`src/rtl/xnorpop_sequencer_if.sv`:
```
// Handshake and operand bus between the neuron sequencer, its operand buffer and the result collector.
// The sequencer uses the slave modport; the buffer/collector side uses master.
interface xnorpop_sequencer_if #(
    parameter int CHUNK      = 576,
    parameter int NUM_CHUNKS = 4
);
    localparam int N     = CHUNK * NUM_CHUNKS;
    localparam int ACC_W = $clog2(N + 1);
    localparam int IDX_W = (NUM_CHUNKS > 1) ? $clog2(NUM_CHUNKS) : 1;

    logic                    start;
    logic [ACC_W-1:0]        thr;
    logic                    busy;
    logic                    chunk_req;
    logic [IDX_W-1:0]        chunk_idx;
    logic                    chunk_valid;
    logic [CHUNK-1:0]        a_chunk;
    logic [CHUNK-1:0]        w_chunk;
    logic                    out_valid;
    logic                    out_ready;
    logic [ACC_W-1:0]        sum;
    logic signed [ACC_W:0]   dot;
    logic                    act;

    modport slave (
        input  start, thr, chunk_valid, a_chunk, w_chunk, out_ready,
        output busy, chunk_req, chunk_idx, out_valid, sum, dot, act
    );

    modport master (
        output start, thr, chunk_valid, a_chunk, w_chunk, out_ready,
        input  busy, chunk_req, chunk_idx, out_valid, sum, dot, act
    );
endinterface

```
`src/rtl/xnorpop_sequencer.sv`:
```
// Binarized neuron: streams NUM_CHUNKS operand chunks through one XNOR-popcount datapath,
// accumulates the matches and reports sum, signed dot product and thresholded activation.
module xnorpop_sequencer #(
    parameter int CHUNK      = 576,
    parameter int NUM_CHUNKS = 4
) (
    input logic                clk,
    input logic                rst_n,
    xnorpop_sequencer_if.slave bus
);
    localparam int N     = CHUNK * NUM_CHUNKS;
    localparam int ACC_W = $clog2(N + 1);
    localparam int IDX_W = (NUM_CHUNKS > 1) ? $clog2(NUM_CHUNKS) : 1;
    localparam int POP_W = $clog2(CHUNK);
    localparam logic [IDX_W-1:0]        LAST = IDX_W'(NUM_CHUNKS - 1);
    localparam logic signed [ACC_W:0]   N_S  = (ACC_W + 1)'(N);

    typedef enum logic [1:0] {IDLE, FETCH, ACC, DONE} state_t;

    state_t                state, state_nxt;
    logic [ACC_W-1:0]      acc, thr_q, sum_q, acc_sum;
    logic [IDX_W-1:0]      cnt;
    logic [POP_W-1:0]      pop, pop_q;
    logic signed [ACC_W:0] dot_q;
    logic                  act_q;

    XNORPop #(.pop_size(CHUNK), .Majority_enable(1'b0)) u_pop (
        .a      (bus.a_chunk),
        .w      (bus.w_chunk),
        .result (pop)
    );

    assign acc_sum = acc + ACC_W'(pop_q);

    always_comb begin
        state_nxt = state;
        unique case (state)
            IDLE:    if (bus.start)       state_nxt = FETCH;
            FETCH:   if (bus.chunk_valid) state_nxt = ACC;
            ACC:     state_nxt = (cnt == LAST) ? DONE : FETCH;
            DONE:    if (bus.out_ready)   state_nxt = IDLE;
            default: state_nxt = IDLE;
        endcase
    end

    always_ff @(posedge clk or negedge rst_n) begin
        if (!rst_n) begin
            state <= IDLE;
            acc   <= '0;
            thr_q <= '0;
            cnt   <= '0;
            pop_q <= '0;
            sum_q <= '0;
            dot_q <= '0;
            act_q <= 1'b0;
        end else begin
            state <= state_nxt;
            unique case (state)
                IDLE: if (bus.start) begin
                    thr_q <= bus.thr;
                    acc   <= '0;
                    cnt   <= '0;
                end
                FETCH: if (bus.chunk_valid) pop_q <= pop;
                ACC: begin
                    acc <= acc_sum;
                    // Result regs load once, on the final accumulate, so they hold steady through DONE.
                    if (cnt == LAST) begin
                        sum_q <= acc_sum;
                        dot_q <= $signed({acc_sum, 1'b0}) - N_S;
                        act_q <= (acc_sum >= thr_q);
                    end else begin
                        cnt <= cnt + 1'b1;
                    end
                end
                default: ;
            endcase
        end
    end

    assign bus.busy      = (state != IDLE);
    assign bus.chunk_req = (state == FETCH);
    assign bus.chunk_idx = cnt;
    assign bus.out_valid = (state == DONE);
    assign bus.sum       = sum_q;
    assign bus.dot       = dot_q;
    assign bus.act       = act_q;
endmodule

// XNOR-popcount datapath; pop_size must not be a power of two so the count fits $clog2(pop_size) bits.
module XNORPop #(
    parameter int  pop_size        = 9,
    parameter bit  Majority_enable = 1'b0,
    localparam int OUT_W           = $clog2(pop_size)
) (
    input  logic [pop_size-1:0] a,
    input  logic [pop_size-1:0] w,
    output logic [OUT_W-1:0]    result
);
    logic [pop_size-1:0] match;
    logic [OUT_W-1:0]    cnt;

    assign match = a ~^ w;

    always_comb begin
        cnt = '0;
        for (int i = 0; i < pop_size; i++) cnt = cnt + OUT_W'(match[i]);
    end

    generate
        if (Majority_enable) begin : g_maj
            assign result = OUT_W'(cnt > OUT_W'(pop_size / 2));
        end else begin : g_pop
            assign result = cnt;
        end
    endgenerate
endmodule
```
`src/flat_wrapper.sv`:
```
// flat-port wrapper written by rule: the top's interface ports become plain ports
module xnorpop_sequencer_flat 
#(
    parameter int CHUNK      = 576,
    parameter int NUM_CHUNKS = 4
)
  (clk, rst_n, bus_start, bus_thr, bus_chunk_valid, bus_a_chunk, bus_w_chunk, bus_out_ready, bus_busy, bus_chunk_req, bus_chunk_idx, bus_out_valid, bus_sum, bus_dot, bus_act);
  xnorpop_sequencer_if #(.CHUNK(CHUNK), .NUM_CHUNKS(NUM_CHUNKS)) bus_i ();
  input logic clk;
  input logic rst_n;
  input wire logic [$bits(bus_i.start)-1:0] bus_start;
  input wire logic [$bits(bus_i.thr)-1:0] bus_thr;
  input wire logic [$bits(bus_i.chunk_valid)-1:0] bus_chunk_valid;
  input wire logic [$bits(bus_i.a_chunk)-1:0] bus_a_chunk;
  input wire logic [$bits(bus_i.w_chunk)-1:0] bus_w_chunk;
  input wire logic [$bits(bus_i.out_ready)-1:0] bus_out_ready;
  output wire logic [$bits(bus_i.busy)-1:0] bus_busy;
  output wire logic [$bits(bus_i.chunk_req)-1:0] bus_chunk_req;
  output wire logic [$bits(bus_i.chunk_idx)-1:0] bus_chunk_idx;
  output wire logic [$bits(bus_i.out_valid)-1:0] bus_out_valid;
  output wire logic [$bits(bus_i.sum)-1:0] bus_sum;
  output wire logic [$bits(bus_i.dot)-1:0] bus_dot;
  output wire logic [$bits(bus_i.act)-1:0] bus_act;
  assign bus_i.start = bus_start;
  assign bus_i.thr = bus_thr;
  assign bus_i.chunk_valid = bus_chunk_valid;
  assign bus_i.a_chunk = bus_a_chunk;
  assign bus_i.w_chunk = bus_w_chunk;
  assign bus_i.out_ready = bus_out_ready;
  assign bus_busy = bus_i.busy;
  assign bus_chunk_req = bus_i.chunk_req;
  assign bus_chunk_idx = bus_i.chunk_idx;
  assign bus_out_valid = bus_i.out_valid;
  assign bus_sum = bus_i.sum;
  assign bus_dot = bus_i.dot;
  assign bus_act = bus_i.act;
  xnorpop_sequencer #(.CHUNK(CHUNK), .NUM_CHUNKS(NUM_CHUNKS)) u_core (.clk(clk), .rst_n(rst_n), .bus(bus_i));
endmodule
```
`config.mk`:
```
export PLATFORM = sky130hd
export DESIGN_NAME = xnorpop_sequencer_flat
export DESIGN_NICKNAME = d
export VERILOG_FILES = /design/src/rtl/xnorpop_sequencer_if.sv /design/src/rtl/xnorpop_sequencer.sv /design/src/flat_wrapper.sv
export SDC_FILE = /design/constraint.sdc
export NUM_CORES = 1
export LEC_CHECK = 0
export ABC_AREA = 0
export CAP_MARGIN = 20
export CORE_AREA = 2 2 461 463
export DETAILED_ROUTE_END_ITERATION = 12
export DIE_AREA = 0 0 463 465
export PLACE_DENSITY_LB_ADDON = 0.2
export SLEW_MARGIN = 20
export SYNTH_ARGS = -nofsm -noshare
export SYNTH_HDL_FRONTEND = slang
export SYNTH_SLANG_ARGS = --single-unit
```
`constraint.sdc`:
```
create_clock -name clk -period 2.67 [get_ports clk]
set_input_delay 0.4005 -clock clk [delete_from_list [all_inputs] [get_ports clk]]
set_output_delay 0.4005 -clock clk [all_outputs]
set_load 0.05 [all_outputs]
```
==> impl_results.md, run 1 <==
- R2r worst-path depth: 13
- Max-Cap Viols: 0
- Initial antenna violation count: 217
- Antenna viol nets, final: 0
- Worst rel slew slack: 0.585
- Sink Count: 56
- Starting Density: 0.106
- Hold WS: roughly 62 ps
- Die width: 463 um
- Net Count, Synth: 3936
- Core ar.: between 200000 and 250000 sq um
- Synth unique cells: 51
- Fin util: 0.191
- Nets: between 5000 and 6000
- Std-Cell Rows: between 150 and 200
- Via count: 19000
- Placed Area: around 39000 sq um
- Ys async rst share: 1.00
- Slowest-stage cell, CP: fa_1
- # IOs: 1200
- Critical path arrival: around 9300 ps
- Fin crit period: 9110 ps
- Status: finished with violations
- Die area: 215000 sq um
- Pre-CTS setup slack: -7470 ps
- Cell count after synthesis: about 2100
- Final number of setup-violating endpoints: 12
- Top cell type's share of synthesized area: 0.500
- Final WS setup: -6440 ps
- Worst hold-check path type: in2async
- EDFF count, synth: 0
- CTS tree: built
- Synth-to-layout area growth: 79.6%
- Die height: ~470 um
- Yosys reg bits: 56
- Register area share after synthesis: 0.0624
- Critical path fanouts, max: 2
- Top post-synthesis cells by area: fa_1 (50%), xor2_1 (14%), inv_1 (10%)
- Max stage delay on crit path: about 590 ps
- Vias in the first global route: 22200
- Final WL: around 150 mm
- Number of CTS-inserted buffers: 5
- GR Util All Layers: 0.141
- Clock skew: ~5.7 ps
- Fin. Hold Viols: 0
- Max Transition Viols Final: 0
- Fraction of layout cells with a size suffix above 1: 0.206
- Average wire per standard cell: between 20 and 25 um
- Total gr overflow: 0
- Syn_area_per_cell: about 11 sq um
- Worst Setup Path Type: in2reg
- Startpoint Class: input pin
- CP Capture Type: flop
- Area leader, netlist: fa_1
- Slew @ Worst Pin: approximately 620 ps
- RSZ-0062 raised after global routing: true
- First-pass GRT wire length: 203 mm
- Clk Tree Root Cell: clkbuf_16
- Skew-Pair Late Insertion Delay: between 300 and 400 ps
- Failing checks: setup timing
- DRT Pass-1 Iters: 4
- Post-CTS Hold Fix Bufs: 0
- Most numerous cell on the critical path: fa_1
- Largest net degree at the start of global routing: 33
- Worst Path Required: just under 3000 ps
- DP HPWL: between 100 and 150 mm
- FMAX: 110 MHz
- Initial drt markers: ~460
- DRC Markers: 0
- Fin crit share: 3.41
- Maximum buffer depth of the clock tree: 2
- YS warnings: 0
- Mapped Area: 22400 sq um
- Port bufs: approximately 1200
- GPL Wtd Cong: slightly below 0.9
- DR vias/cell: between 3 and 4
- Predominant post-synthesis flop cell: dfrtp_1
- Worst-path clk slew: 80 ps
- H-tree Lvls: 2
- Final instance area: ~40000 sq um
==> worst max-delay path: cells and delay by family <==
kind	cells	cell delay, ps
adders and majority gates	15	7100
AOI/OAI and AO/OA	7	1030
buffers and inverters	7	550
xor gates and xnor gates	1	190
and+or+nand+nor	1	50
==> worst paths after layout <==
check / from / to / slack (ps)
worst max-delay path: bus_w_chunk[117] / u_core.pop_q[8] / -6440
worst min-delay path: rst_n / u_core.thr_q[9] / 60
worst max register to register: u_core.pop_q[0] / u_core.bus.act / -90
worst min register to register: u_core.bus.dot[10] / u_core.bus.dot[10] / 490
max in group asynchronous: rst_n / u_core.pop_q[1] / 1870
min in group clk: u_core.bus.dot[10] / u_core.bus.dot[10] / 490
==> layout by cell type (no fill, tap or decap), drive strengths merged, types with 56 or more instances in the layout <==
master           n
clkdlybuf4s50  652
inv            605
fa             560
xor2           371
dlygate4sd2    304
xnor2          219
buf            201
clkdlybuf4s15  126
ha              95
dfrtp           56
==> logic make-up after synthesis <==
group | count (synthesis) | share of synthesized area
DFF | 56 | 0.0624
xor gates and xnor gates | 590 | 0.231
muxes | 9 | 0.00446
adders and majority gates | 655 | 0.553
buffers and inverters | 623 | 0.106
other | 1 | 0.000167
and+or+nand+nor | 81 | 0.0163
AOI/OAI and AO/OA | 97 | 0.0279
==> what timing repair did <==
item,CTS,global route
resized for setup,1196,208
endpoints found under the setup margin,13,14
buffers inserted,12,5
pin swaps,491,109
==> registers in the layout, summed over array words and instances (netlist names) <==
signal / cells
u_core.bus.chunk_idx: 2
u_core.state: 2
u_core.bus.act: 1
u_core.acc: 12
u_core.bus.dot: 5
u_core.bus.sum: 12
u_core.thr_q: 12
u_core.pop_q: 10
==> per-stage QoR <==
stage               instances  setup TNS (ps)
global placement         6238          -70400
detailed placement       6238          -70380
global route             6256          -64660
CTS                      6247          -61850
finish                   6299          -61610
floorplan                2112          -57350
==> cell usage after synthesis, types with 12 or more instances <==
cell	number
a21oi_1	12
fa_1	560
nand2_1	46
ha_1	95
dfrtp_1	56
nor2_1	12
xor2_1	371
o21ai_1	13
inv_1	602
xnor2_1	218
o21ai_0	29
==> cell type report <==
cell class                      count  area (sq um)
Antenna cell                       49           123
Clock buffer                        5           125
Clock inverter                      3          27.5
Fill cell                       23600        171000
Inverter                          604          2270
Multi-Input combinational cell   1433         20600
Sequential cell                    56          1400
Tap cell                         2821          3530
Timing Repair Buffer             1328         12300
==> routing by layer <==
layer / wire length, um / GRT usage / vias up
met5: 682 / 0 / -
met4: 1810 / 0.00599 / 110
met3: 16200 / 0.0635 / 285
met2: 74600 / 0.247 / 912
met1: 60600 / 0.165 / 9065
li1: - / - / 8584
Power of run 1 is not shown: default switching activity piles up to over one toggle a cycle in this logic, so the estimate is an artifact.
==> run 2: changes to the inputs <==
CORE_AREA = 2 2 462 464   (was 2 2 461 463)
DIE_AREA = 0 0 464 466   (was 0 0 463 465)
GPL_TIMING_DRIVEN = 1   (was not set)
==> run 2 against run 1 <==
  * The flow still finishes with violations (setup timing)
  * Maximum frequency unchanged
  * Largest cell class unchanged
  * Count of clock-buffer cells in the layout unchanged
  * Cell area grew 1.2%
  * Sequential cell count unchanged
  * Non-clock buffer count is 17 higher
  * Final cell count grew 0.17%
  * Utilization is 0.19 points higher
  * Setup slack is essentially flat
  * Die area rose by 0.43%
==> impl_results.md, run 2 (synthesis results as in run 1) <==
- R2r worst-path depth: 14 (+1)
- Slew @ Worst Pin: 879 ps (+258 ps)
- Clock skew: 9.70 ps (+4.02 ps)
- Worst-path clk slew: 90 ps (about the same)
- DP HPWL: 147 mm (-2.0%)
- Pre-CTS setup slack: -7600 ps (-125 ps)
- Die height: 466 um (+0.22%)
- Maximum buffer depth of the clock tree: 2 (unchanged)
- Fin crit period: 9110 ps (-0.0200 ps)
- Critical path arrival: 9280 ps (-50 ps)
- Fin. Hold Viols: 0 (unchanged)
- Initial antenna violation count: 207 (-4.6%)
- Nets: 5269 (+0.32%)
- RSZ-0062 raised after global routing: true
- Sink Count: 56 (unchanged)
- DR vias/cell: 3.01 (+0.11%)
- Fin crit share: 3.41 (about the same)
- Vias in the first global route: 21900 (-1.3%)
- Worst rel slew slack: 0.413 (-0.172)
- DRT Pass-1 Iters: 4 (unchanged)
- Std-Cell Rows: 169 (unchanged)
- CTS tree: built
- Starting Density: 0.106 (-0.000213)
- Fillcell total: 23500 (-0.44%)
- CP Capture Type: flop
- Status: finished with violations
- Antenna viol nets, final: 0 (unchanged)
- Fraction of layout cells with a size suffix above 1: 0.223 (+0.0164)
- Initial drt markers: 533 (+16%)
- Commonest non-fill, non-tap cells in the layout: clkdlybuf4s50_1 (663), inv_1 (484), fa_1 (460), dlygate4sd2_1 (290), xor2_1 (243)
- Final WL: 151 mm (-1.6%)
- Max stage delay on crit path: 690 ps (+100 ps)
- Synth-to-layout area growth: 81.7%
- Startpoint Class: input pin
- Max Transition Viols Final: 0 (unchanged)
- Worst hold-check path type: in2async
- GR Util All Layers: 0.137 (-0.00421)
- Commonest non-fill, non-tap cell in the layout: clkdlybuf4s50_1
- Total gr overflow: 0 (unchanged)
- Core ar.: 211000 sq um (+0.20%)
- Slowest-stage cell, CP: fa_2
- Number of CTS-inserted buffers: 5 (unchanged)
- Hold WS: 159 ps (+97.5 ps)
- GPL Wtd Cong: 0.861 (-0.38%)
- DRC Markers: 0 (unchanged)
- Post-CTS Hold Fix Bufs: 0 (unchanged)
- Largest net degree at the start of global routing: 57 (+73%)
- Failing checks: setup timing
- First-pass GRT wire length: 198 mm (-2.5%)
- Port bufs: 1198 (unchanged)
- Worst Setup Path Type: in2reg
- Die width: 464 um (+0.22%)
- H-tree Lvls: 2 (unchanged)
- Skew-Pair Late Insertion Delay: 320 ps (about the same)
- Via count: 19000 (+0.28%)
- Most numerous cell on the critical path: fa_1
- Max-Cap Viols: 0 (unchanged)
- Die area: 216000 sq um (+0.43%)
- FMAX: 110 MHz (unchanged)
- TNS Setup: -61330 ps (+279 ps)
- Worst Path Required: 2840 ps (-50 ps)
- Final WS setup: -6440 ps (+0.0200 ps)
- Average wire per standard cell: 24.0 um (-1.8%)
- Clk Tree Root Cell: clkbuf_16
- Critical path fanouts, max: 2 (unchanged)
- # IOs: 1200 (unchanged)
- Final number of setup-violating endpoints: 13 (+1)
-- run 2: cell types whose count changed in the layout (fill, tap and decap cells not counted), moves of 5 or more --
cell	previous run	this run
buf_2	58	29
buf_4	123	138
clkbuf_2	33	65
clkdlybuf4s15_1	102	72
clkdlybuf4s50_1	652	663
diode_2	49	43
dlygate4sd2_1	304	290
dlymetal6s2s_1	12	42
ha_1	88	83
inv_1	492	484
inv_2	112	120
xor2_1	268	243
xor2_2	101	124
-- run 2: final cells by class --
| class | instances | area [sq um] | share of cell area |
|---|---|---|---|
| Tap cell | 2821 | 3530 | 0.0865 |
| Clock buffer | 5 | 125 | 0.00307 |
| Multi-Input combinational cell | 1433 | 20900 | 0.512 |
| Antenna cell | 43 | 108 | 0.00264 |
| Inverter | 604 | 2270 | 0.0556 |
| Timing Repair Buffer | 1345 | 12500 | 0.305 |
| Sequential cell | 56 | 1400 | 0.0344 |
| Clock inverter | 3 | 26.3 | 0.000644 |
-- run 2: worst paths after layout --
kind                                    from                  to  slack (ps)
max in group asynchronous              rst_n     u_core.pop_q[4]        1910
min                                    rst_n     u_core.thr_q[7]         160
max                         bus_w_chunk[317]     u_core.pop_q[8]       -6440
min reg2reg                u_core.bus.dot[8]   u_core.bus.dot[8]         490
min in group clk           u_core.bus.dot[8]   u_core.bus.dot[8]         490
max reg2reg                  u_core.pop_q[0]  u_core.bus.dot[12]        -110
-- run 2: worst max-delay path: cells and delay by family --
kind	cells	cell delay, ps
adders and majority gates	15	7230
AOI/OAI and AO/OA	7	820
xor gates and xnor gates	1	190
buffers and inverters	9	500
and+or+nand+nor	1	140
-- run 2: repair_timing --
action	CTS	global route
setup endpoints to repair	15	14
pin swaps	393	224
cloned	0	0
setup buffers	20	4
endpoints found under the hold margin	0	0
resized for setup	1000	386
-- run 2: routing by layer --
| metal | part of all wire | wire length [um] | GRT usage | vias to the layer above |
|---|---|---|---|---|
| met3 | 0.097 | 14600 | 0.0513 | 278 |
| met4 | 0.0096 | 1460 | 0.00410 | 96 |
| met5 | 0.0039 | 597 | 0 | - |
| li1 | - | - | - | 8586 |
| met2 | 0.49 | 73500 | 0.240 | 932 |
| met1 | 0.40 | 61200 | 0.167 | 9118 |
-- run 2: through the flow --
stage	cell area (sq um)	std cells	util
5_1_grt	40700	6271	0.193
3_3_place_gp	39100	6255	0.185
4_1_cts	40000	6263	0.190
3_5_place_dp	39100	6255	0.185
6_report	40800	6310	0.193
2_1_floorplan	22600	2112	-
Power of run 2 is left out for the same reason.
==> run 3: changes to the inputs <==
SKIP_LAST_GASP = 1   (was not set)
SLEW_MARGIN = not set   (was 20)
==> run 3 against run 2 <==
  * The flow still finishes with violations (setup timing)
  * Cell area about the same
  * Die area stayed put
  * Count of clock-buffer cells in the layout unchanged
  * Setup slack got worse by 5.5 ps
  * Sequential share of layout area hardly changed
  * Maximum frequency barely moved
  * Utilization about the same
  * First-iteration DRC count is 2.3% lower
  * Register-to-register slack barely moved
  * Critical endpoint unchanged
  * Largest cell class unchanged
  * Highest routed layer unchanged
==> impl_results.md, run 3 (synthesis results as in run 1) <==
- Fin cells: 6306 (-0.063%)
- Via count: 19000 (+0.021%)
- Startpoint Class: input pin
- CP Capture Type: flop
- R2r worst-path depth: 14 (unchanged)
- Multi-input gate area: 20900 sq um (about the same)
- Max Transition Viols Final: 0 (unchanged)
- Failing checks: setup timing
- Final WL: 151 mm (about the same)
- DRT Pass-1 Iters: 4 (unchanged)
- GR Util All Layers: 0.137 (about the same)
- CP startpoint: bus_w_chunk[317]
- Total gr overflow: 0 (unchanged)
- Most numerous cell on the critical path: fa_1
- Average wire per standard cell: 24.0 um (about the same)
- Fillcell total: 23500 (+0.038%)
- FF+latch area: 1400 sq um (unchanged)
- Die height: 466 um (unchanged)
- Nets: 5268 (-0.019%)
- Final number of setup-violating endpoints: 12 (-1)
- Skew-Pair Late Insertion Delay: 320 ps (about the same)
- Worst Setup Path Type: in2reg
- Crit path depth: 33 (unchanged)
- Clock skew: 9.42 ps (-0.286 ps)
- Port bufs: 1198 (unchanged)
- Fraction of layout cells with a size suffix above 1: 0.221 (-0.00110)
- Worst rel slew slack: 0.426 (+0.0133)
- First-pass GRT wire length: 198 mm (about the same)
- Bufs and invs on worst path: 9 (unchanged)
- Fin. Hold Viols: 0 (unchanged)
- Maximum buffer depth of the clock tree: 2 (unchanged)
- RSZ-0062 raised after global routing: true
- Placed Cells: 6255 (unchanged)
- # IOs: 1200 (unchanged)
- FMAX: 110 MHz (about the same)
- Status: finished with violations
- Worst hold-check path type: in2async
- Largest net degree at the start of global routing: 57 (unchanged)
- Max stage delay on crit path: 690 ps (about the same)
- Commonest non-fill, non-tap cells in the layout: clkdlybuf4s50_1 (663), inv_1 (485), fa_1 (460), dlygate4sd2_1 (290), xor2_1 (243)
- DP HPWL: 147 mm (unchanged)
- Reg2reg start: u_core.pop_q[0]
- Slowest-stage cell, CP: fa_2
- Fin crit share: 3.42 (about the same)
- Starting Density: 0.106 (unchanged)
- Die width: 464 um (unchanged)
- Sink Count: 56 (unchanged)
- Worst Path Required: 2840 ps (about the same)
- Fin util: 0.193 (about the same)
- Initial drt markers: 521 (-2.3%)
- Terminus of the critical flop-to-flop path: u_core.bus.dot[12]
- DRC Markers: 0 (unchanged)
- Critical path fanouts, max: 2 (unchanged)
- Cell family with most CP delay: adder cells
- Clk Tree Root Cell: clkbuf_16
- GPL Wtd Cong: 0.861 (unchanged)
- CP endpoint: u_core.pop_q[8]
- Final WS setup: -6450 ps (-5.54 ps)
- Std-Cell Rows: 169 (unchanged)
- Synth-to-layout area growth: 81.5% (about the same)
- Antenna viol nets, final: 0 (unchanged)
- Worst-path clk slew: 90 ps (about the same)
- DR vias/cell: 3.02 (about the same)
- Slew @ Worst Pin: 859 ps (-20.0 ps)
- H-tree Lvls: 2 (unchanged)
- CTS tree: built
- Commonest non-fill, non-tap cell in the layout: clkdlybuf4s50_1
- Reg-to-reg slack, setup: -110 ps (about the same)
- Core ar.: 211000 sq um (unchanged)
- Critical path arrival: 9290 ps (about the same)
- Vias in the first global route: 21900 (-0.027%)
- Number of CTS-inserted buffers: 5 (unchanged)
- Max-Cap Viols: 0 (unchanged)
- Die area: 216000 sq um (unchanged)
- Fin crit period: 9120 ps (+5.54 ps)
- Initial antenna violation count: 207 (unchanged)
## run 3: layout make-up
cell class                      count  area share
Multi-Input combinational cell   1433       0.512
Timing Repair Buffer             1344       0.305
Sequential cell                    56      0.0345
Inverter                          604      0.0556
Clock inverter                      3    0.000645
Clock buffer                        5     0.00307
Tap cell                         2821      0.0866
Antenna cell                       40     0.00246
## run 3: per-stage QoR
stage / setup TNS [ps] / setup WS (ps) / hold slack [ps] / area (sq um)
floorplan: -57350 / -6170 / 105 / 22600
global placement: -71720 / -7610 / 473 / 39100
detailed placement: -71740 / -7600 / 474 / 39100
CTS: -62740 / -6700 / 211 / 40000
global route: -64620 / -6760 / 220 / 40700
finish: -61330 / -6450 / 160 / 40700
## run 3: worst min path at each step
stage | start | end | cells past startpoint | slack, ps
2_1_floorplan | rst_n | u_core.acc[0] | 0 | 100
3_3_place_gp | u_core.bus.dot[8] | u_core.bus.dot[8] | 2 | 470
3_5_place_dp | u_core.bus.dot[8] | u_core.bus.dot[8] | 2 | 470
4_1_cts | rst_n | u_core.thr_q[10] | 1 | 210
5_1_grt | rst_n | u_core.thr_q[7] | 1 | 220
6_report | rst_n | u_core.thr_q[7] | 1 | 160
## run 3: worst reg2reg max path, stage by stage (launching register included)
cell and delay [ps]:
dfrtp_2 450, ha_4 180, fa_2 420, a21oi_4 150
o22ai_2 110, nor4_2 250, a21oi_2 80, buf_4 160
xor2_4 220, inv_2 80, ha_4 170, inv_1 50
o22a_1 130, xor2_1 170, o21ai_1 70
## run 3: per-layer routing
layer  vias to the layer above  global-route usage  share of wire
met5                         -                   0         0.0039
met1                      9117               0.167           0.40
met4                        96             0.00410         0.0095
li1                       8574                   -              -
met2                       949               0.240           0.49
met3                       278              0.0513          0.096
## run 3: timing repair
| item | CTS | global route |
|---|---|---|
| hold buffers | 0 | 0 |
| setup endpoints to repair | 15 | 14 |
| gates resized for setup | 998 | 381 |
| buffers inserted | 20 | 3 |
| pin swaps | 393 | 223 |
Power of run 3 is left out for the same reason.
